### src/rtl/load_data_queue_if.sv
// Shared LDQ types and the dispatch/exec/issue port bundle of the load queue.
package core_pkg;
    parameter int LDQ_ENTRIES = 16;
    parameter int SDQ_ENTRIES = 16;
    localparam int LDQ_IDX_W = $clog2(LDQ_ENTRIES);
    localparam int SDQ_MRK_W = $clog2(SDQ_ENTRIES) + 1;

    typedef struct packed {
        logic                 valid;
        logic                 addr_vld;
        logic [31:0]          addr;
        logic [SDQ_MRK_W-1:0] sdq_marker;
    } ldq_entry_t;
endpackage

interface load_data_queue_if;
    import core_pkg::*;

    logic                 flush_i;
    logic                 disp_vld_i;
    logic [SDQ_MRK_W-1:0] disp_sdq_marker_i;
    logic [LDQ_IDX_W-1:0] ldq_disp_idx_o;
    logic                 ldq_full_o;
    logic                 exec_vld_i;
    logic [LDQ_IDX_W-1:0] exec_ldq_idx_i;
    logic [31:0]          exec_addr_i;
    logic                 issue_en_i;
    ldq_entry_t           issue_entry_o;
    logic                 issue_vld_o;

    modport master (
        output flush_i, disp_vld_i, disp_sdq_marker_i,
        output exec_vld_i, exec_ldq_idx_i, exec_addr_i,
        output issue_en_i,
        input  ldq_disp_idx_o, ldq_full_o,
        input  issue_entry_o, issue_vld_o
    );

    modport slave (
        input  flush_i, disp_vld_i, disp_sdq_marker_i,
        input  exec_vld_i, exec_ldq_idx_i, exec_addr_i,
        input  issue_en_i,
        output ldq_disp_idx_o, ldq_full_o,
        output issue_entry_o, issue_vld_o
    );
endinterface

### src/rtl/load_data_queue.sv
// In-order circular load queue: allocate at dispatch, fill address at
// execute, issue and dequeue the oldest entry once its address is known.
module load_data_queue
    import core_pkg::*;
(
    input logic             clk_i,
    input logic             rst_i,
    load_data_queue_if.slave ldq_if
);
    localparam int IW = LDQ_IDX_W;
    localparam logic [IW:0] FULL_CNT = (IW+1)'(LDQ_ENTRIES);

    ldq_entry_t    ent_q [LDQ_ENTRIES];
    ldq_entry_t    ent_d [LDQ_ENTRIES];
    logic [IW-1:0] head_q, head_d;
    logic [IW-1:0] tail_q, tail_d;
    logic [IW:0]   cnt_q, cnt_d;
    ldq_entry_t    head_ent;
    logic          full;
    logic          issue_vld;
    logic          disp_ok;
    logic          deq;

    assign head_ent  = ent_q[head_q];
    assign full      = (cnt_q == FULL_CNT);
    assign issue_vld = head_ent.valid && head_ent.addr_vld;
    assign disp_ok   = ldq_if.disp_vld_i && !full;
    assign deq       = issue_vld && ldq_if.issue_en_i;

    assign ldq_if.ldq_disp_idx_o = tail_q;
    assign ldq_if.ldq_full_o     = full;
    assign ldq_if.issue_entry_o  = head_ent;
    assign ldq_if.issue_vld_o    = issue_vld;

    always_comb begin
        ent_d  = ent_q;
        head_d = head_q;
        tail_d = tail_q;
        cnt_d  = cnt_q;
        if (ldq_if.flush_i) begin
            for (int i = 0; i < LDQ_ENTRIES; i++) begin
                ent_d[i] = '0;
            end
            head_d = '0;
            tail_d = '0;
            cnt_d  = '0;
        end else begin
            // exec checks the pre-edge valid bit, so it never hits a slot
            // being allocated in the same cycle
            if (ldq_if.exec_vld_i && ent_q[ldq_if.exec_ldq_idx_i].valid) begin
                ent_d[ldq_if.exec_ldq_idx_i].addr     = ldq_if.exec_addr_i;
                ent_d[ldq_if.exec_ldq_idx_i].addr_vld = 1'b1;
            end
            if (disp_ok) begin
                ent_d[tail_q].valid      = 1'b1;
                ent_d[tail_q].addr_vld   = 1'b0;
                ent_d[tail_q].addr       = '0;
                ent_d[tail_q].sdq_marker = ldq_if.disp_sdq_marker_i;
                tail_d = tail_q + 1'b1;
            end
            if (deq) begin
                ent_d[head_q] = '0;
                head_d = head_q + 1'b1;
            end
            cnt_d = cnt_q + (IW+1)'(disp_ok) - (IW+1)'(deq);
        end
    end

    always_ff @(posedge clk_i) begin
        if (!rst_i) begin
            for (int i = 0; i < LDQ_ENTRIES; i++) begin
                ent_q[i] <= '0;
            end
            head_q <= '0;
            tail_q <= '0;
            cnt_q  <= '0;
        end else begin
            ent_q  <= ent_d;
            head_q <= head_d;
            tail_q <= tail_d;
            cnt_q  <= cnt_d;
        end
    end
endmodule

### src/flat_wrapper.sv
// flat-port wrapper written by rule: the top's interface ports become plain ports
module load_data_queue_flat import core_pkg::*;
  (clk_i, rst_i, ldq_if_flush_i, ldq_if_disp_vld_i, ldq_if_disp_sdq_marker_i, ldq_if_exec_vld_i, ldq_if_exec_ldq_idx_i, ldq_if_exec_addr_i, ldq_if_issue_en_i, ldq_if_ldq_disp_idx_o, ldq_if_ldq_full_o, ldq_if_issue_entry_o, ldq_if_issue_vld_o);
  load_data_queue_if ldq_if_i ();
  input logic clk_i;
  input logic rst_i;
  input wire logic [$bits(ldq_if_i.flush_i)-1:0] ldq_if_flush_i;
  input wire logic [$bits(ldq_if_i.disp_vld_i)-1:0] ldq_if_disp_vld_i;
  input wire logic [$bits(ldq_if_i.disp_sdq_marker_i)-1:0] ldq_if_disp_sdq_marker_i;
  input wire logic [$bits(ldq_if_i.exec_vld_i)-1:0] ldq_if_exec_vld_i;
  input wire logic [$bits(ldq_if_i.exec_ldq_idx_i)-1:0] ldq_if_exec_ldq_idx_i;
  input wire logic [$bits(ldq_if_i.exec_addr_i)-1:0] ldq_if_exec_addr_i;
  input wire logic [$bits(ldq_if_i.issue_en_i)-1:0] ldq_if_issue_en_i;
  output wire logic [$bits(ldq_if_i.ldq_disp_idx_o)-1:0] ldq_if_ldq_disp_idx_o;
  output wire logic [$bits(ldq_if_i.ldq_full_o)-1:0] ldq_if_ldq_full_o;
  output wire logic [$bits(ldq_if_i.issue_entry_o)-1:0] ldq_if_issue_entry_o;
  output wire logic [$bits(ldq_if_i.issue_vld_o)-1:0] ldq_if_issue_vld_o;
  assign ldq_if_i.flush_i = ldq_if_flush_i;
  assign ldq_if_i.disp_vld_i = ldq_if_disp_vld_i;
  assign ldq_if_i.disp_sdq_marker_i = ldq_if_disp_sdq_marker_i;
  assign ldq_if_i.exec_vld_i = ldq_if_exec_vld_i;
  assign ldq_if_i.exec_ldq_idx_i = ldq_if_exec_ldq_idx_i;
  assign ldq_if_i.exec_addr_i = ldq_if_exec_addr_i;
  assign ldq_if_i.issue_en_i = ldq_if_issue_en_i;
  assign ldq_if_ldq_disp_idx_o = ldq_if_i.ldq_disp_idx_o;
  assign ldq_if_ldq_full_o = ldq_if_i.ldq_full_o;
  assign ldq_if_issue_entry_o = ldq_if_i.issue_entry_o;
  assign ldq_if_issue_vld_o = ldq_if_i.issue_vld_o;
  load_data_queue u_core (.clk_i(clk_i), .rst_i(rst_i), .ldq_if(ldq_if_i));
endmodule
### config.mk
export PLATFORM = sky130hd
export DESIGN_NAME = load_data_queue_flat
export DESIGN_NICKNAME = d
export VERILOG_FILES = /design/src/rtl/load_data_queue_if.sv /design/src/rtl/load_data_queue.sv /design/src/flat_wrapper.sv
export SDC_FILE = /design/constraint.sdc
export NUM_CORES = 2
export LEC_CHECK = 0
export ABC_AREA = 1
export CORE_MARGIN = 4
export CORE_UTILIZATION = 58
export CTS_CLUSTER_SIZE = 8
export DETAILED_ROUTE_END_ITERATION = 12
export HOLD_SLACK_MARGIN = 0.05
export PLACE_DENSITY = 0.75
export SLEW_MARGIN = 25
export SYNTH_ARGS = -nofsm -noshare
export SYNTH_HDL_FRONTEND = slang
export SYNTH_SLANG_ARGS = --single-unit
export TNS_END_PERCENT = 30
### constraint.sdc
create_clock -name clk_i -period 5.6 [get_ports clk_i]
set_input_delay 0.84 -clock clk_i [delete_from_list [all_inputs] [get_ports clk_i]]
set_output_delay 0.84 -clock clk_i [all_outputs]
set_load 0.1 [all_outputs]
==> key figures <==
Run status
  • Outcome: finished clean

Critical path
  • CP startpoint kind: register
  • Worst Path Buf+Inv: 3
  • Worst path most repeated cell: nand2_1
  • Worst Reg-to-Reg Cells: 19
  • Worst r2r src: u_core.head_q[0]
  • Crit-path max FO: 198
  • Slowest cell on the critical path: clkdlybuf4s50_1
  • WP data required: 4.76 ns
  • Reg-to-reg slack, setup: 1.45 ns
  • Critical R2R Capture: u_core.cnt_q[4]
  • Crit Path Category: register to output pin
  • Crit path from: u_core.head_q[0]
  • Setup crit end kind: output pin
  • Critical Path End: ldq_if_issue_entry_o[37]
  • CP Depth: 10
  • Family with the most delay on the worst path: buffers and inverters
  • WP data arrival: 4.00 ns
  • Worst-path cell chain: buf_12 -> nand2_1 -> nand2_1 -> nand2_1 -> nand2_1 -> nand2_1 -> nand2_1 -> nor2_1 -> inv_1 -> clkdlybuf4s50_1
  • CP peak stage delay: 1.13 ns

Place
  • DP Worst Slack: 1.39 ns
  • Placed cells: 6662
  • Routability cong.: 0.888
  • Port bufs: 91
  • Final HPWL DP: 67.9 mm

Clocking
  • H-tree depth: 3
  • Postcts setup bufs: 0
  • Resize count post-CTS: 0
  • Num CTS Buffers: 89
  • CTS tree: built
  • Max Root-Sink Buffers: 3
  • Root buffer cell: clkbuf_16
  • Cts hold-fix bufs: 0
  • Clk slew on worst S/H paths: 0.05 ns
  • Clock Sinks: 637
  • Worst-skew pair later-pin latency: 0.65 ns

GRT
  • Total GRT Usage: 35.1%
  • First-pass GRT wire length: 192 mm
  • Overflow after GRT: 0
  • Initial antenna violation count: 12
  • Vias in the first global route: 34400
  • Largest net degree at the start of global routing: 229

Logic synthesis
  • Cell Area, Synth: 37100 um^2
  • Most used DFF post-synth: dfxtp_1
  • Register area share after synthesis: 34.4%
  • Cell taking the most area after synthesis: dfxtp_1
  • FF+latch count, synth: 637
  • Post-Syn Instances: 6155
  • Top cell type's share of synthesized area: 34.4%
  • Syn_nets: 6217
  • Most instantiated cells after synthesis: nand2_1 (1699), o21ai_0 (814), nor2_1 (741)
  • Post-synth EDFFs: 0
  • Synth warn: 0
  • Syn_area_per_cell: 6.02 um^2
  • Cell with the most instances after synthesis: nand2_1
  • Netlist cell types: 32
  • Main area contributors after synthesis: dfxtp_1 (34%), nand2_1 (17%), o21ai_0 (11%)
  • Post-synthesis async set-or-reset flop share: 0%

STA
  • Layout Skew: 0.0191 ns
  • Final Cycle Share: 86.4%
  • Worst-margin pin slew: 1.21 ns
  • Final Critical Period: 4.84 ns
  • Fin. Hold Viols: 0
  • Setup violations, final: 0
  • Peak Freq: 207 MHz
  • PnR worst setup slack: 0.760 ns
  • Slew HR: 19.4%
  • Max-slew violation count: 0
  • Unrepaired setup endpoints after global routing: false
  • TNS Setup: 0 ns

Power and ir drop
  • Leakage power: 18.8 nW
  • Pwr Density: 253 nW/um^2
  • Total power: 10.1 mW
  • Peak VDD IR: 0.000200 V

Route
  • Vias per std cell: 5.79
  • Avg WL per Cell: 18.3 um
  • DRT antenna net count: 0
  • Via count: 39200
  • DRC: 0
  • Drt pass-1 iters: 7
  • Detailed Route WL: 124 mm
  • DR iter-0 viols: 5416

Floorplanning
  • Die Y: 261 um
  • I/O pins: 92
  • Row count: 92
  • Die ar.: 68000 um^2
  • Core area: 63200 um^2
  • Initial Util: 58.6%
  • Chip width: 261 um

Job
  • Total of max-cap violations: 0

Final layout
  • Final Net Count: 5969
  • Non-Filler Instances: 6768
  • Fill count: 5981
  • Area grow syn2layout: 7.55%
  • Layout cells sized above 1: 4.21%
  • Post-layout util: 63.1%
  • Multi-input gate area: 19900 um^2
  • Register Area: 12800 um^2

Min path
  • Hold Path Origin: u_core.ent_q[154]
  • Hold path depth: 2
  • Hold crit path type: register to register
==> sequential cells by signal, summed over array words and instances, names as in the netlist <==
register and count:
u_core.cnt_q 5, u_core.ent_q 624, u_core.head_q 4, u_core.ldq_if.ldq_disp_idx_o 4
==> layout by cell type, fill, tap and decap left out, drive strengths merged, types with 14 or more instances in the layout <==
master and n:
or2 32, mux2i 80, nand2 1702, clkbuf 93
or3 32, a21oi 401, o22ai 20, ha 14
o21ai 818, inv 601, dfxtp 637, buf 99
nor2 745, nand3 568, clkdlybuf4s50 57
==> layout make-up <==
| type | instances | share of cell area (%) |
|---|---|---|
| well taps | 846 | 2.66 |
| repair buffers | 156 | 3.72 |
| clock inverters | 7 | 0.304 |
| multi-input cells | 4424 | 49.9 |
| flip-flops and latches | 637 | 32.0 |
| inverters | 599 | 5.67 |
| diodes | 6 | 0.0377 |
| clock buffers | 93 | 5.65 |
==> tightest hold or removal path: stages (launching register included) <==
cell	delay, ns
dfxtp_1	0.32
nor2_1	0.05
nor2_1	0.08
==> kinds of logic (layout without fill, tap and decap cells) <==
| logic type | count (synthesis) | after routing | synth area share (%) |
|---|---|---|---|
| DFF | 637 | 637 | 34.4 |
| AOI/OAI and AO/OA | 1240 | 1240 | 16.8 |
| adders and majority gates | 15 | 15 | 0.527 |
| other | 0 | 6 | 0 |
| and+or+nand+nor | 3086 | 3086 | 33.9 |
| muxes | 80 | 80 | 2.16 |
| buffers and inverters | 1094 | 855 | 12.1 |
| xor gates and xnor gates | 3 | 3 | 0.0709 |
==> worst min path at each step <==
stage	end	slack, ns
2_1_floorplan	u_core.ent_q[506]	0.45
3_3_place_gp	u_core.ent_q[427]	0.46
3_5_place_dp	u_core.ent_q[466]	0.47
4_1_cts	u_core.ent_q[427]	0.48
5_1_grt	u_core.ent_q[154]	0.51
6_report	u_core.ent_q[154]	0.48
==> layer usage <==
metal / vias to the layer above / global-route usage, % / wire (um)
met4: 8 / 13.8 / 4780
met5: - / 0 / 56
met1: 17800 / 49.1 / 52300
li1: 18900 / - / -
met3: 367 / 6.66 / 13600
met2: 2034 / 53.5 / 53200
==> where the power goes <==
part           switching [mW]  internal [mW]  total (mW)
registers             0.00630           4.55        4.56
logic                   0.500          0.133       0.633
clock network            2.06           2.83        4.89
==> metrics by stage <==
stage	instance area, um^2	hold WS [ns]
after floorplan	37100	0.452
after global placement	37400	0.463
after detailed placement	37500	0.471
after CTS	39800	0.483
after global routing	39900	0.512
final	39900	0.484
Note: power is estimated with default switching activity, not from simulation.
